**src/rtl/tdc_sign_mag.sv**
```systemverilog
// rtl/tdc_sign_mag.sv - time-to-digital decoder: pulse width plus sign level to saturated two's-complement word (optional glitch filter: TDC_GLITCH_FILTER_EN)

module tdc_sign_mag #(
    parameter int DW      = 8,
    parameter int CNT_W   = 9,
    parameter int TIMEOUT = 255
) (
    input  logic          clk,
    input  logic          rst,
    input  logic          trig,
    input  logic          tac_in,
    input  logic          sign_in,
    output logic [DW-1:0] dout,
    output logic          dout_valid,
    output logic          ovf,
    output logic          busy
);

    localparam int WAIT_W = $clog2(TIMEOUT + 1);
    localparam logic [WAIT_W-1:0] WAIT_LAST = WAIT_W'(TIMEOUT - 1);
    localparam logic [CNT_W-1:0]  CNT_MAX   = '1;
    localparam logic [CNT_W-1:0]  CNT_ONE   = CNT_W'(1);
    // Clip limits expressed in the internal CNT_W+1 signed domain
    localparam logic signed [CNT_W:0] POS_LIM = $signed((CNT_W + 1)'((1 << (DW - 1)) - 1));
    localparam logic signed [CNT_W:0] NEG_LIM = $signed((CNT_W + 1)'(1 << (DW - 1)));

    typedef enum logic [1:0] {
        S_IDLE,
        S_ARMED,
        S_COUNT
    } state_t;

    state_t              state_q, state_d;
    logic [WAIT_W-1:0]   wait_q, wait_d;
    logic [CNT_W-1:0]    cnt_q, cnt_d;
    logic                sign_q, sign_d;
    logic                sat_q, sat_d;
    logic [DW-1:0]       dout_q, dout_d;
    logic                valid_q, valid_d;
    logic                ovf_q, ovf_d;

    logic signed [CNT_W:0] conv_mag;
    logic signed [CNT_W:0] conv_val;
    logic                  conv_clip;
    logic                  is_glitch;

    // A single-sample pulse is only discarded when the filter is built in
`ifdef TDC_GLITCH_FILTER_EN
    assign is_glitch = (cnt_q == CNT_ONE);
`else
    assign is_glitch = 1'b0;
`endif

    // Clip the measured magnitude to the signed output range and apply the sign
    always_comb begin
        conv_mag  = $signed({1'b0, cnt_q});
        conv_clip = 1'b0;
        conv_val  = '0;
        if (sign_q) begin
            if (conv_mag > NEG_LIM) begin
                conv_mag  = NEG_LIM;
                conv_clip = 1'b1;
            end
            conv_val = -conv_mag;
        end else begin
            if (conv_mag > POS_LIM) begin
                conv_mag  = POS_LIM;
                conv_clip = 1'b1;
            end
            conv_val = conv_mag;
        end
    end

    // Next-state and datapath updates for the IDLE/ARMED/COUNT sequence
    always_comb begin
        state_d = state_q;
        wait_d  = wait_q;
        cnt_d   = cnt_q;
        sign_d  = sign_q;
        sat_d   = sat_q;
        dout_d  = dout_q;
        valid_d = 1'b0;
        ovf_d   = ovf_q;
        case (state_q)
            S_IDLE: begin
                if (trig) begin
                    state_d = S_ARMED;
                    wait_d  = '0;
                    cnt_d   = '0;
                    sat_d   = 1'b0;
                end
            end
            S_ARMED: begin
                if (tac_in) begin
                    state_d = S_COUNT;
                    cnt_d   = CNT_ONE;
                    sign_d  = sign_in;
                    sat_d   = 1'b0;
                end else if (wait_q >= WAIT_LAST) begin
                    state_d = S_IDLE;
                    dout_d  = '0;
                    ovf_d   = 1'b0;
                    valid_d = 1'b1;
                end else begin
                    wait_d = wait_q + WAIT_W'(1);
                end
            end
            S_COUNT: begin
                if (tac_in) begin
                    if (cnt_q == CNT_MAX) begin
                        sat_d = 1'b1;
                    end else begin
                        cnt_d = cnt_q + CNT_ONE;
                    end
                end else if (is_glitch) begin
                    // Wait counter deliberately keeps its value across the glitch
                    state_d = S_ARMED;
                    sign_d  = 1'b0;
                    cnt_d   = '0;
                end else begin
                    state_d = S_IDLE;
                    dout_d  = conv_val[DW-1:0];
                    ovf_d   = conv_clip | sat_q;
                    valid_d = 1'b1;
                end
            end
            default: begin
                state_d = S_IDLE;
            end
        endcase
    end

    // State and datapath registers with synchronous active-low reset
    always_ff @(posedge clk) begin
        if (!rst) begin
            state_q <= S_IDLE;
            wait_q  <= '0;
            cnt_q   <= '0;
            sign_q  <= 1'b0;
            sat_q   <= 1'b0;
            dout_q  <= '0;
            valid_q <= 1'b0;
            ovf_q   <= 1'b0;
        end else begin
            state_q <= state_d;
            wait_q  <= wait_d;
            cnt_q   <= cnt_d;
            sign_q  <= sign_d;
            sat_q   <= sat_d;
            dout_q  <= dout_d;
            valid_q <= valid_d;
            ovf_q   <= ovf_d;
        end
    end

    assign dout       = dout_q;
    assign dout_valid = valid_q;
    assign ovf        = ovf_q;
    assign busy       = (state_q != S_IDLE);

endmodule
```
**config.mk**
```make
export PLATFORM = sky130hd
export DESIGN_NAME = tdc_sign_mag
export DESIGN_NICKNAME = d
export VERILOG_FILES = /design/src/rtl/tdc_sign_mag.sv
export SDC_FILE = /design/constraint.sdc
export NUM_CORES = 1
export LEC_CHECK = 0
export CAP_MARGIN = 5
export CORE_ASPECT_RATIO = 1.25
export CORE_MARGIN = 2
export CORE_UTILIZATION = 45
export DETAILED_ROUTE_END_ITERATION = 8
export PLACE_DENSITY = 0.71
export SETUP_SLACK_MARGIN = 0.1
export SKIP_LAST_GASP = 1
export SYNTH_ARGS = -nofsm -noshare
export SYNTH_HDL_FRONTEND = slang
export SYNTH_SLANG_ARGS = --single-unit
```
**constraint.sdc**
```tcl
create_clock -name clk -period 4.5 [get_ports clk]
set_input_delay 0.45 -clock clk [delete_from_list [all_inputs] [get_ports clk]]
set_output_delay 0.45 -clock clk [all_outputs]
set_load 0.01 [all_outputs]
```
==> run summary, run 1 <==
RUN STATUS
-----------------------------------------------------------------------------------------------------
Outcome ................................................................................ finished clean

FLOORPLAN
-----------------------------------------------------------------------------------------------------
Floorplan core area .................................................................... 0.004099 mm^2
Die Footprint .......................................................................... 0.004813 mm^2
Number of rows in the core area ........................................................           26
Number of primary I/O pins .............................................................           16
Initial standard-cell utilization of the core ..........................................       0.4689
Die outline height .....................................................................     77.07 um
DIE WIDTH ..............................................................................     62.45 um

CLOCKING
-----------------------------------------------------------------------------------------------------
CTS Root Cell .......................................................................... sky130_fd_sc_hd__clkbuf_8
Post-CTS Hold Fix Bufs .................................................................            0
Clock tree buffer depth ................................................................            2
Count of cells resized by post-cts repair ..............................................            0
TritonCTS clock tree ...................................................................         done
Clock transition at path regs ..........................................................      0.07 ns
Cts bufs inserted ......................................................................            5
Post-CTS Setup Bufs ....................................................................            0
Clock sink count .......................................................................           31
H-Tree Level Count .....................................................................            2
Insertion delay to the later sink of the worst-skew pair ...............................      0.29 ns

TIMING
-----------------------------------------------------------------------------------------------------
Top achievable clock speed .............................................................    319.3 MHz
Final count of pins violating max slew .................................................            0
Number of failing setup endpoints in the final timing report ...........................            0
Fraction of the cycle the final worst path needs .......................................       0.6960
Tightest Pin Transition ................................................................     1.050 ns
RSZ-0062 raised after global routing ...................................................        false
Headroom to the max-slew limit .........................................................       0.2985
Setup tns final ........................................................................         0 ns
Post-Route Skew ........................................................................  0.004263 ns
PnR worst setup slack ..................................................................     1.368 ns
Minimum clock period ...................................................................     3.132 ns
Count of final hold-check violations ...................................................            0

SYNTH
-----------------------------------------------------------------------------------------------------
Sequential cell area fraction in the yosys report ......................................       0.3229
Cell area after technology mapping ..................................................... 0.001922 mm^2
Number of register bits inferred by synthesis ..........................................           31
Fraction of the mapped netlist area in simple logic gates ..............................       0.2513
Syn nets ...............................................................................          254
Fraction of synthesized area in multiplexers ...........................................      0.04167
Post-synthesis async set-or-reset flop share ...........................................            0
Count of warnings emitted by yosys .....................................................            0
Average size of a mapped cell ..........................................................   8.041 um^2
Number of instances in the synthesized netlist .........................................          239
Combinational family with the most area after synthesis ................................ compound AO/OA/AOI/OAI gates
Post-synthesis share of cell area spent on full adders, half adders and majority gates .      0.06510
Count of flip-flops with a built-in enable after synthesis .............................            0
Synthesized-area fraction occupied by xor and xnor cells ...............................            0
Library cells used by synthesis ........................................................           55
Post-synthesis compound-gate area fraction .............................................       0.2513
Leading register cell type out of synthesis ............................................ sky130_fd_sc_hd__dfxtp_1

POWER
-----------------------------------------------------------------------------------------------------
Switching Fraction .....................................................................       0.2801
Proportion of power drawn by the clock network .........................................        0.382
Static power due to leakage ............................................................    0.7668 nW
Total power per unit cell area ......................................................... 263.2 mW/mm^2
Sequential share of power ..............................................................        0.494
Net switching power ....................................................................    0.1587 mW
Relative contribution of combinational cells to total power ............................        0.123
Internal power consumption .............................................................    0.4078 mW
Worst ir drop on vdd ...................................................................  0.0001620 V

GRT
-----------------------------------------------------------------------------------------------------
Pin count of the biggest net entering global routing ...................................           23
Global-route usage over all layers .....................................................       0.2007
Via count of the first global-routing pass .............................................         1599
Final global-route overflow total ......................................................            0
Antenna violations before repair .......................................................            0
Wire length of the first global-routing pass ...........................................     7.776 mm

ROUTE
-----------------------------------------------------------------------------------------------------
Post-detailed-route count of antenna-violating nets ....................................            0
DR vias/cell ...........................................................................        5.874
Final routed wirelength across all metal layers ........................................     4.563 mm
1st-iter DRT viols .....................................................................          134
Post-DR wirelength/cell ................................................................     15.11 um
Total iterations of the first detailed-routing run .....................................            4
Number of design rule violations left after detail routing .............................            0
Vias after detailed routing ............................................................         1774

FINAL LAYOUT
-----------------------------------------------------------------------------------------------------
Number of antenna diodes ...............................................................            0
Commonest non-fill, non-tap cell in the layout ......................................... sky130_fd_sc_hd__dfxtp_1
Post-Layout Cell Count .................................................................          302
Cell area after layout ................................................................. 0.002152 mm^2
Leading cell types in the layout, fill and taps excluded ............................... 31 x sky130_fd_sc_hd__dfxtp_1, 26 x sky130_fd_sc_hd__nand2_1, 17 x sky130_fd_sc_hd__nand3_1
Layout area overhead ...................................................................       11.98%
Number of nets in the layout ...........................................................          260
Proportion of layout cells with a drive suffix above 1 .................................      0.07724

SETUP PATH
-----------------------------------------------------------------------------------------------------
FF-to-FF path depth ....................................................................            9
Crit. Startpoint .......................................................................     cnt_q[0]
Slowest stage delay, CP ................................................................      0.97 ns
Worst r2r src ..........................................................................     cnt_q[0]
Reg2reg end ............................................................................     cnt_q[3]
Type of element launching the critical path ............................................         flop
Setup slack of the most critical reg-to-reg path .......................................      1.37 ns
Worst-path cell chain .................................................................. ha_1 > and3_1 > and3_2 > and3_1 > ha_1 > nand2b_1 > a2111oi_2 > o22ai_1 > a32o_1
Master of the slowest instance on the critical path .................................... sky130_fd_sc_hd__a2111oi_2
Worst setup EP type ....................................................................         flop
Type of the worst setup path ...........................................................      reg2reg
Worst path required time ...............................................................      4.69 ns
Worst Path Arrival .....................................................................      3.32 ns
Last element of the critical path ......................................................     cnt_q[3]
Maximum fanout along the worst path ....................................................           11

PLACED DESIGN
-----------------------------------------------------------------------------------------------------
Detail Placement HPWL ..................................................................     3.218 mm
Placed instance area ................................................................... 0.002068 mm^2
Placed insts ...........................................................................          294
Weighted congestion at the end of routability-driven global placement ..................       0.9321
Pre-CTS setup slack ....................................................................     1.416 ns
IO Port Bufs ...........................................................................           15

FLOW RUN
-----------------------------------------------------------------------------------------------------
Number of maximum-capacitance violations ...............................................            0

WORST HOLD PATH
-----------------------------------------------------------------------------------------------------
Path type of the worst min-delay path ..................................................      reg2reg

## layout make-up
cell class	count	area (um^2)
Inverter	13	48.80
Clock buffer	5	68.82
Fill cell	411	1947
Tap cell	56	70.07
Multi-Input combinational cell	178	1171
Clock inverter	3	15.01
Timing Repair Buffer	16	157.7
Sequential cell	31	620.6
## metal layers
metal  track usage  share of wire  up-vias
met3       0.03959          0.031        6
met1        0.2366           0.44      842
li1              -              -      894
met4       0.08667          0.015        0
met5             0              0        -
met2        0.3505           0.51       32
## registers in the layout, indices dropped and copies added (netlist names)
name	cells
state_q	2
dout_valid	1
sign_q	1
ovf	1
dout	8
sat_q	1
wait_q	8
cnt_q	9
## stage by stage
step / hold WS [ns] / util / total power [mW]
after floorplan: 0.4259 / - / 0.3367
after global placement: 0.4447 / 0.5046 / 0.3548
after detailed placement: 0.4480 / 0.5046 / 0.3552
after CTS: 0.4584 / 0.5250 / 0.5701
after global routing: 0.4798 / 0.5250 / 0.5890
final: 0.4569 / 0.5250 / 0.5665
## cell families (layout without fill, tap and decap cells)
kind of cell / count (synthesis) / in the layout
AO/OA/AOI/OAI: 67 / 67
AND/OR/NAND/NOR: 93 / 93
multiplexers: 8 / 8
flip-flops: 31 / 31
adder cells (fa/ha/maj): 10 / 10
buffers and inverters: 30 / 37
## Yosys cell counts, drive strengths merged (3+ instances only)
| master | n | area, um^2 |
|---|---|---|
| dfxtp | 31 | 620.6 |
| nand2 | 26 | 97.59 |
| nand3 | 17 | 85.08 |
| a21oi | 16 | 80.08 |
| clkbuf | 12 | 45.04 |
| nor2 | 12 | 45.04 |
| inv | 11 | 41.29 |
| ha | 10 | 125.1 |
| mux2i | 8 | 80.08 |
| o22ai | 8 | 50.05 |
| nand2b | 7 | 43.79 |
| o21ai | 7 | 38.79 |
| nor3 | 6 | 30.03 |
| and3 | 5 | 32.53 |
| buf | 5 | 36.28 |
| nand4 | 4 | 25.02 |
| a211oi | 3 | 22.52 |
| a31oi | 3 | 18.77 |
| o32ai | 3 | 26.28 |
| or3 | 3 | 18.77 |
## power by group through the flow
| stage | clock network [mW] | logic, mW | registers [mW] |
|---|---|---|---|
| 2_1_floorplan | 0 | 0.0522 | 0.285 |
| 3_3_place_gp | 0 | 0.0686 | 0.286 |
| 3_5_place_dp | 0 | 0.0690 | 0.286 |
| 4_1_cts | 0.220 | 0.0697 | 0.280 |
| 5_1_grt | 0.231 | 0.0778 | 0.280 |
| 6_report | 0.216 | 0.0699 | 0.280 |
## worst min-delay path by stage
| stage | cells past startpoint | from | endpoint |
|---|---|---|---|
| after floorplan | 2 | wait_q[7] | wait_q[7] |
| after global placement | 2 | wait_q[7] | wait_q[7] |
| after detailed placement | 2 | wait_q[7] | wait_q[7] |
| after CTS | 2 | wait_q[7] | wait_q[7] |
| after global routing | 2 | wait_q[7] | wait_q[7] |
| final | 2 | wait_q[7] | wait_q[7] |
## critical path: cells and delay by family (launching register included)
family / cells / cell delay, ns
compound gates: 3 / 1.35
fa+ha+maj: 2 / 0.47
flops: 1 / 0.40
simple gates: 4 / 0.80
(Power assumes the default switching activity.)
==> run 2: changes to the inputs <==
--- a/config.mk
+++ b/config.mk
@@ -10,7 +10,7 @@
 export CORE_MARGIN = 2
 export CORE_UTILIZATION = 45
 export DETAILED_ROUTE_END_ITERATION = 8
-export PLACE_DENSITY = 0.71
+export PLACE_DENSITY = 0.74
 export SETUP_SLACK_MARGIN = 0.1
 export SKIP_LAST_GASP = 1
 export SYNTH_ARGS = -nofsm -noshare
==> constraint.sdc (replaced) <==
create_clock -name clk -period 2.8 [get_ports clk]
set_input_delay 0.28 -clock clk [delete_from_list [all_inputs] [get_ports clk]]
set_output_delay 0.28 -clock clk [all_outputs]
set_load 0.01 [all_outputs]
==> run summary, run 2 (synthesized netlist as in run 1, its figures left out) <==
FINAL LAYOUT
------------------------------------------------------------------------------------
Combined area of the multi-input logic cells .......................... 0.001171 mm^2   unchanged
Proportion of layout cells with a drive suffix above 1 ................       0.1024   +0.02513
Flip-flop count of the largest register after layout ..................            9   unchanged
Layout area overhead ..................................................       15.17%
Leading cell types in the layout, fill and taps excluded .............. 31 x sky130_fd_sc_hd__dfxtp_1, 26 x sky130_fd_sc_hd__nand2_1, 17 x sky130_fd_sc_hd__nand3_1
FF/Latch Area .........................................................   620.6 um^2   unchanged
Commonest non-fill, non-tap cell in the layout ........................ sky130_fd_sc_hd__dfxtp_1
Number of nets in the layout ..........................................          268   +3.1%
Fillers ...............................................................          414   +0.73%
Biggest register ......................................................        cnt_q
Number of antenna diodes ..............................................            0   unchanged

PLACED DESIGN
------------------------------------------------------------------------------------
IO Port Bufs ..........................................................           15   unchanged
Detail Placement HPWL .................................................     3.246 mm   +0.88%
Weighted congestion at the end of routability-driven global placement .       0.9141   -1.9%

TIMING
------------------------------------------------------------------------------------
Minimum clock period ..................................................     2.539 ns   -0.5929 ns
Final count of pins violating max slew ................................            0   unchanged
Worst hold margin .....................................................    0.4548 ns   -0.002055 ns
Setup tns final .......................................................         0 ns   unchanged
Fraction of the cycle the final worst path needs ......................       0.9069   +0.2108
Headroom to the max-slew limit ........................................       0.4932   +0.1947
Top achievable clock speed ............................................    393.8 MHz   +23%
Count of final hold-check violations ..................................            0   unchanged
Tightest Pin Transition ...............................................    0.7569 ns   -0.2934 ns
Number of failing setup endpoints in the final timing report ..........            0   unchanged
Post-Route Skew .......................................................  0.005582 ns   +0.001320 ns
RSZ-0062 raised after global routing ..................................         true

GRT
------------------------------------------------------------------------------------
Pin count of the biggest net entering global routing ..................           22   -4.3%
Antenna violations before repair ......................................            0   unchanged
Busiest layer in global routing .......................................         met2
Global-route usage over all layers ....................................       0.2044   +0.003700
Met3 layer usage reported by global route .............................      0.04399   +0.004399
Final global-route overflow total .....................................            0   unchanged
Wire length of the first global-routing pass ..........................     7.879 mm   +1.3%
GRT met2 Usage ........................................................       0.3538   +0.003226
Via count of the first global-routing pass ............................         1693   +5.9%
GRT met1 Usage ........................................................       0.2322   -0.004403

CLOCKING
------------------------------------------------------------------------------------
Insertion delay to the later sink of the worst-skew pair ..............      0.29 ns   about the same
CTS Root Cell ......................................................... sky130_fd_sc_hd__clkbuf_8
TritonCTS clock tree ..................................................         done
Clock tree buffer depth ...............................................            2   unchanged
H-Tree Level Count ....................................................            2   unchanged
Clock sink count ......................................................           31   unchanged
Cts bufs inserted .....................................................            5   unchanged
Clock transition at path regs .........................................      0.07 ns   about the same

POWER
------------------------------------------------------------------------------------
Static power due to leakage ...........................................    0.8019 nW   +4.6%
Total power per unit cell area ........................................ 413.9 mW/mm^2   +57%
Worst ir drop on vdd ..................................................  0.0002792 V   +72%

SETUP PATH
------------------------------------------------------------------------------------
Worst path required time ..............................................      2.98 ns   -1.71 ns
Slowest stage delay, CP ...............................................      0.37 ns   -0.60 ns
Worst-path cell chain ................................................. ha_1 > and3_1 > and3_2 > and3_1 > ha_1 > nand2b_1 > a2111oi_2 > buf_4 > o22ai_1 > a32o_1
Type of element launching the critical path ...........................         flop
Type of the worst setup path ..........................................      reg2reg
Worst Path Arrival ....................................................      2.72 ns   -0.60 ns
Crit. Startpoint ......................................................     cnt_q[0]
Master of the slowest instance on the critical path ................... sky130_fd_sc_hd__a2111oi_2
Worst setup EP type ...................................................         flop
Worst r2r src .........................................................     cnt_q[0]
Maximum fanout along the worst path ...................................           10   -1

FLOORPLAN
------------------------------------------------------------------------------------
DIE WIDTH .............................................................     62.45 um   unchanged
Die Footprint ......................................................... 0.004813 mm^2   unchanged
Number of primary I/O pins ............................................           16   unchanged
Number of rows in the core area .......................................           26   unchanged
Die outline height ....................................................     77.07 um   unchanged
Initial standard-cell utilization of the core .........................       0.4689   unchanged
Floorplan core area ................................................... 0.004099 mm^2   unchanged

ROUTE
------------------------------------------------------------------------------------
Post-DR wirelength/cell ...............................................     14.55 um   -3.7%
Final routed wirelength across all metal layers .......................     4.509 mm   -1.2%
DR vias/cell ..........................................................        5.861   -0.22%
Post-detailed-route count of antenna-violating nets ...................            0   unchanged
1st-iter DRT viols ....................................................          136   +1.5%
Total iterations of the first detailed-routing run ....................            4   unchanged
Number of design rule violations left after detail routing ............            0   unchanged
Vias after detailed routing ...........................................         1817   +2.4%

RUN STATUS
------------------------------------------------------------------------------------
Outcome ............................................................... finished clean

FLOW RUN
------------------------------------------------------------------------------------
Number of maximum-capacitance violations ..............................            0   unchanged

WORST HOLD PATH
------------------------------------------------------------------------------------
Path type of the worst min-delay path .................................      reg2reg
Startpoint of the most critical hold path .............................    wait_q[7]

[run 2: area by class of cell]
type,count,share of cell area
Sequential cell,31,0.2804
Multi-Input combinational cell,178,0.5291
Clock buffer,6,0.03279
Timing Repair Buffer,24,0.09836
Clock inverter,2,0.005653
Inverter,13,0.02205
Tap cell,56,0.03166
[run 2: through the flow]
stage               power [mW]  setup WS [ns]  cell area, um^2  utilization  instances
global placement        0.5745         0.3430             2121       0.5174        301
detailed placement      0.5756         0.2784             2121       0.5174        301
global route            0.9691        0.07956             2213       0.5400        310
finish                  0.9161         0.2608             2213       0.5400        310
CTS                     0.9284         0.2638             2206       0.5382        309
floorplan               0.5411         0.2951             1922            -        239
[run 2: worst paths after layout]
kind                    end  slack, ns  cells after the start
setup / recovery   cnt_q[3]       0.26                     10
hold / removal    wait_q[7]       0.45                      2
setup reg to reg   cnt_q[3]       0.26                     10
hold reg to reg   wait_q[7]       0.45                      2
[run 2: critical path, delay by kind of cell, from the launching register on]
family | cells | cell delay, ns
buffers and inverters | 1 | 0.22
AO/OA/AOI/OAI | 3 | 0.67
flip-flops | 1 | 0.31
AND/OR/NAND/NOR | 4 | 0.81
adder cells (fa/ha/maj) | 2 | 0.43
[run 2: where the power goes]
group	switching (mW)	total [mW]	internal, mW
Clock	0.173	0.346	0.173
Combinational	0.0722	0.121	0.0483
Sequential	0.00440	0.449	0.445
[run 2: timing repair]
action | CTS | global route
setup buffers | 0 | 1
endpoints found under the setup margin | 0 | 2
hold buffers | 0 | 0
gates resized for setup | 0 | 0
[run 2: metal layers]
layer / vias to the layer above / part of all wire
li1: 912 / -
met1: 850 / 0.43
met2: 42 / 0.51
met3: 13 / 0.033
met4: 0 / 0.027
met5: - / 0
==> run 3: changes to the inputs <==
--- a/config.mk
+++ b/config.mk
@@ -9,6 +9,7 @@
 export CORE_ASPECT_RATIO = 1.25
 export CORE_MARGIN = 2
 export CORE_UTILIZATION = 45
+export CTS_BUF_LIST = sky130_fd_sc_hd__clkbuf_2
 export DETAILED_ROUTE_END_ITERATION = 8
 export PLACE_DENSITY = 0.74
 export SETUP_SLACK_MARGIN = 0.1
==> constraint.sdc (replaced) <==
create_clock -name clk -period 2.8 [get_ports clk]
set_input_delay 0.28 -clock clk [delete_from_list [all_inputs] [get_ports clk]]
set_output_delay 0.28 -clock clk [all_outputs]
set_load 0.005 [all_outputs]
==> run summary, run 3 (synthesized netlist as in run 1, its figures left out) <==
CLOCKING
------------------------------------------------------------------------------------
Clock sink count ......................................................           31   unchanged
CTS Root Cell ......................................................... sky130_fd_sc_hd__clkbuf_2
Clock tree buffer depth ...............................................            2   unchanged
TritonCTS clock tree ..................................................         done
Post-CTS Setup Bufs ...................................................            0   unchanged
Clock transition at path regs .........................................      0.17 ns   +0.10 ns
H-Tree Level Count ....................................................            2   unchanged
Count of cells resized by post-cts repair .............................            0   unchanged
Cts bufs inserted .....................................................            5   unchanged
Insertion delay to the later sink of the worst-skew pair ..............      0.39 ns   +0.10 ns
Post-CTS Hold Fix Bufs ................................................            0   unchanged

WORST HOLD PATH
------------------------------------------------------------------------------------
Path type of the worst min-delay path .................................       in2reg

FINAL LAYOUT
------------------------------------------------------------------------------------
Commonest non-fill, non-tap cell in the layout ........................ sky130_fd_sc_hd__dfxtp_1
Flip-flop count of the largest register after layout ..................            9   unchanged
Number of antenna diodes ..............................................            0   unchanged
Number of nets in the layout ..........................................          268   unchanged
Leading cell types in the layout, fill and taps excluded .............. 31 x sky130_fd_sc_hd__dfxtp_1, 26 x sky130_fd_sc_hd__nand2_1, 17 x sky130_fd_sc_hd__nand3_1
Layout area overhead ..................................................       14.19%
Post-layout util ......................................................       0.5354   -0.004579
Fillers ...............................................................          415   +0.24%
Proportion of layout cells with a drive suffix above 1 ................       0.1102   +0.007874
Biggest register ......................................................        cnt_q

POWER
------------------------------------------------------------------------------------
Total power per unit cell area ........................................ 366.9 mW/mm^2   -11%
Worst ir drop on vdd ..................................................  0.0002563 V   -8.2%
Static power due to leakage ...........................................    0.7932 nW   -1.1%

TIMING
------------------------------------------------------------------------------------
Count of final hold-check violations ..................................            0   unchanged
Headroom to the max-slew limit ........................................       0.4848   -0.008422
Minimum clock period ..................................................     2.556 ns   +0.01667 ns
RSZ-0062 raised after global routing ..................................        false
Top achievable clock speed ............................................    391.3 MHz   -0.65%
Fraction of the cycle the final worst path needs ......................       0.9128   +0.005953
Final count of pins violating max slew ................................            0   unchanged
Tightest Pin Transition ...............................................    0.7695 ns   +0.01258 ns
PnR worst setup slack .................................................    0.2441 ns   -0.01667 ns
Number of failing setup endpoints in the final timing report ..........            0   unchanged
Setup tns final .......................................................         0 ns   unchanged
Post-Route Skew .......................................................   0.02692 ns   +0.02134 ns

PLACED DESIGN
------------------------------------------------------------------------------------
IO Port Bufs ..........................................................           15   unchanged
Detail Placement HPWL .................................................     3.246 mm   unchanged
Weighted congestion at the end of routability-driven global placement .       0.9141   unchanged
Pre-CTS setup slack ...................................................    0.2784 ns   unchanged

GRT
------------------------------------------------------------------------------------
Global-route usage over all layers ....................................       0.2028   -0.001541
Pin count of the biggest net entering global routing ..................           22   unchanged
Antenna violations before repair ......................................            0   unchanged
Busiest layer in global routing .......................................         met2
GRT met2 Usage ........................................................       0.3581   +0.004301
Via count of the first global-routing pass ............................         1706   +0.77%
GRT met1 Usage ........................................................       0.2285   -0.003656
Met3 layer usage reported by global route .............................      0.03666   -0.007331
Final global-route overflow total .....................................            0   unchanged
Wire length of the first global-routing pass ..........................     7.886 mm   about the same

ROUTE
------------------------------------------------------------------------------------
Total iterations of the first detailed-routing run ....................            4   unchanged
Vias after detailed routing ...........................................         1843   +1.4%
Post-DR wirelength/cell ...............................................     14.93 um   +2.7%
Post-detailed-route count of antenna-violating nets ...................            0   unchanged
Final routed wirelength across all metal layers .......................     4.629 mm   +2.7%
Number of design rule violations left after detail routing ............            0   unchanged
1st-iter DRT viols ....................................................          129   -5.1%
DR vias/cell ..........................................................        5.945   +1.4%

FLOORPLAN
------------------------------------------------------------------------------------
DIE WIDTH .............................................................     62.45 um   unchanged
Die outline height ....................................................     77.07 um   unchanged
Initial standard-cell utilization of the core .........................       0.4689   unchanged
Die Footprint ......................................................... 0.004813 mm^2   unchanged
Number of primary I/O pins ............................................           16   unchanged
Floorplan core area ................................................... 0.004099 mm^2   unchanged
Number of rows in the core area .......................................           26   unchanged

SETUP PATH
------------------------------------------------------------------------------------
Worst setup EP type ...................................................         flop
Worst Path Arrival ....................................................      2.85 ns   +0.13 ns
Worst path required time ..............................................      3.09 ns   +0.11 ns
Type of element launching the critical path ...........................         flop
Type of the worst setup path ..........................................      reg2reg
Maximum fanout along the worst path ...................................            6   -4

RUN STATUS
------------------------------------------------------------------------------------
Outcome ............................................................... finished clean

FLOW RUN
------------------------------------------------------------------------------------
Number of maximum-capacitance violations ..............................            0   unchanged

-- run 3: through the flow --
step / instances / cell area, um^2 / power (mW) / hold slack, ns
floorplan: 239 / 1922 / 0.5404 / 0.4259
global placement: 301 / 2121 / 0.5737 / 0.4415
detailed placement: 301 / 2121 / 0.5748 / 0.4471
CTS: 309 / 2163 / 0.8031 / 0.4306
global route: 310 / 2195 / 0.8514 / 0.4489
finish: 310 / 2195 / 0.8053 / 0.4428
-- run 3: worst max-delay path: stages, from the launching register on --
cell and delay (ns):
sky130_fd_sc_hd__dfxtp_1 0.35, sky130_fd_sc_hd__ha_1 0.24, sky130_fd_sc_hd__and3_1 0.22, sky130_fd_sc_hd__and3_2 0.23, sky130_fd_sc_hd__and3_1 0.19, sky130_fd_sc_hd__ha_1 0.20
sky130_fd_sc_hd__nand2b_4 0.16, sky130_fd_sc_hd__a2111oi_4 0.40, sky130_fd_sc_hd__buf_4 0.21, sky130_fd_sc_hd__o22ai_1 0.08, sky130_fd_sc_hd__a32o_1 0.20
-- run 3: final timing paths --
| check | startpoint | cells after the start | slack [ns] | to |
|---|---|---|---|---|
| max | cnt_q[0] | 10 | 0.24 | cnt_q[3] |
| min | sign_in | 3 | 0.44 | sign_q |
| max reg2reg | cnt_q[0] | 10 | 0.24 | cnt_q[3] |
| min reg2reg | wait_q[7] | 2 | 0.47 | wait_q[7] |
-- run 3: final cells by class --
type / count / area [um^2] / share of cell area
Clock inverter: 2 / 12.51 / 0.005701
Clock buffer: 6 / 30.03 / 0.01368
Multi-Input combinational cell: 178 / 1191 / 0.5428
Timing Repair Buffer: 24 / 221.5 / 0.1009
Tap cell: 56 / 70.07 / 0.03193
Inverter: 13 / 48.80 / 0.02223
Sequential cell: 31 / 620.6 / 0.2828
-- run 3: routing by layer --
metal	part of all wire	wire (um)
met5	0	0
met4	0.027	123
met3	0.038	176
met2	0.52	2406
met1	0.42	1923
-- run 3: where the power goes --
group	leakage [nW]	switching (mW)	total, mW	internal (mW)
sequential	0.250	0.00448	0.450	0.446
combinational	0.514	0.0758	0.127	0.0511
clock	0.0290	0.165	0.228	0.0637
total	0.793	0.245	0.805	0.560
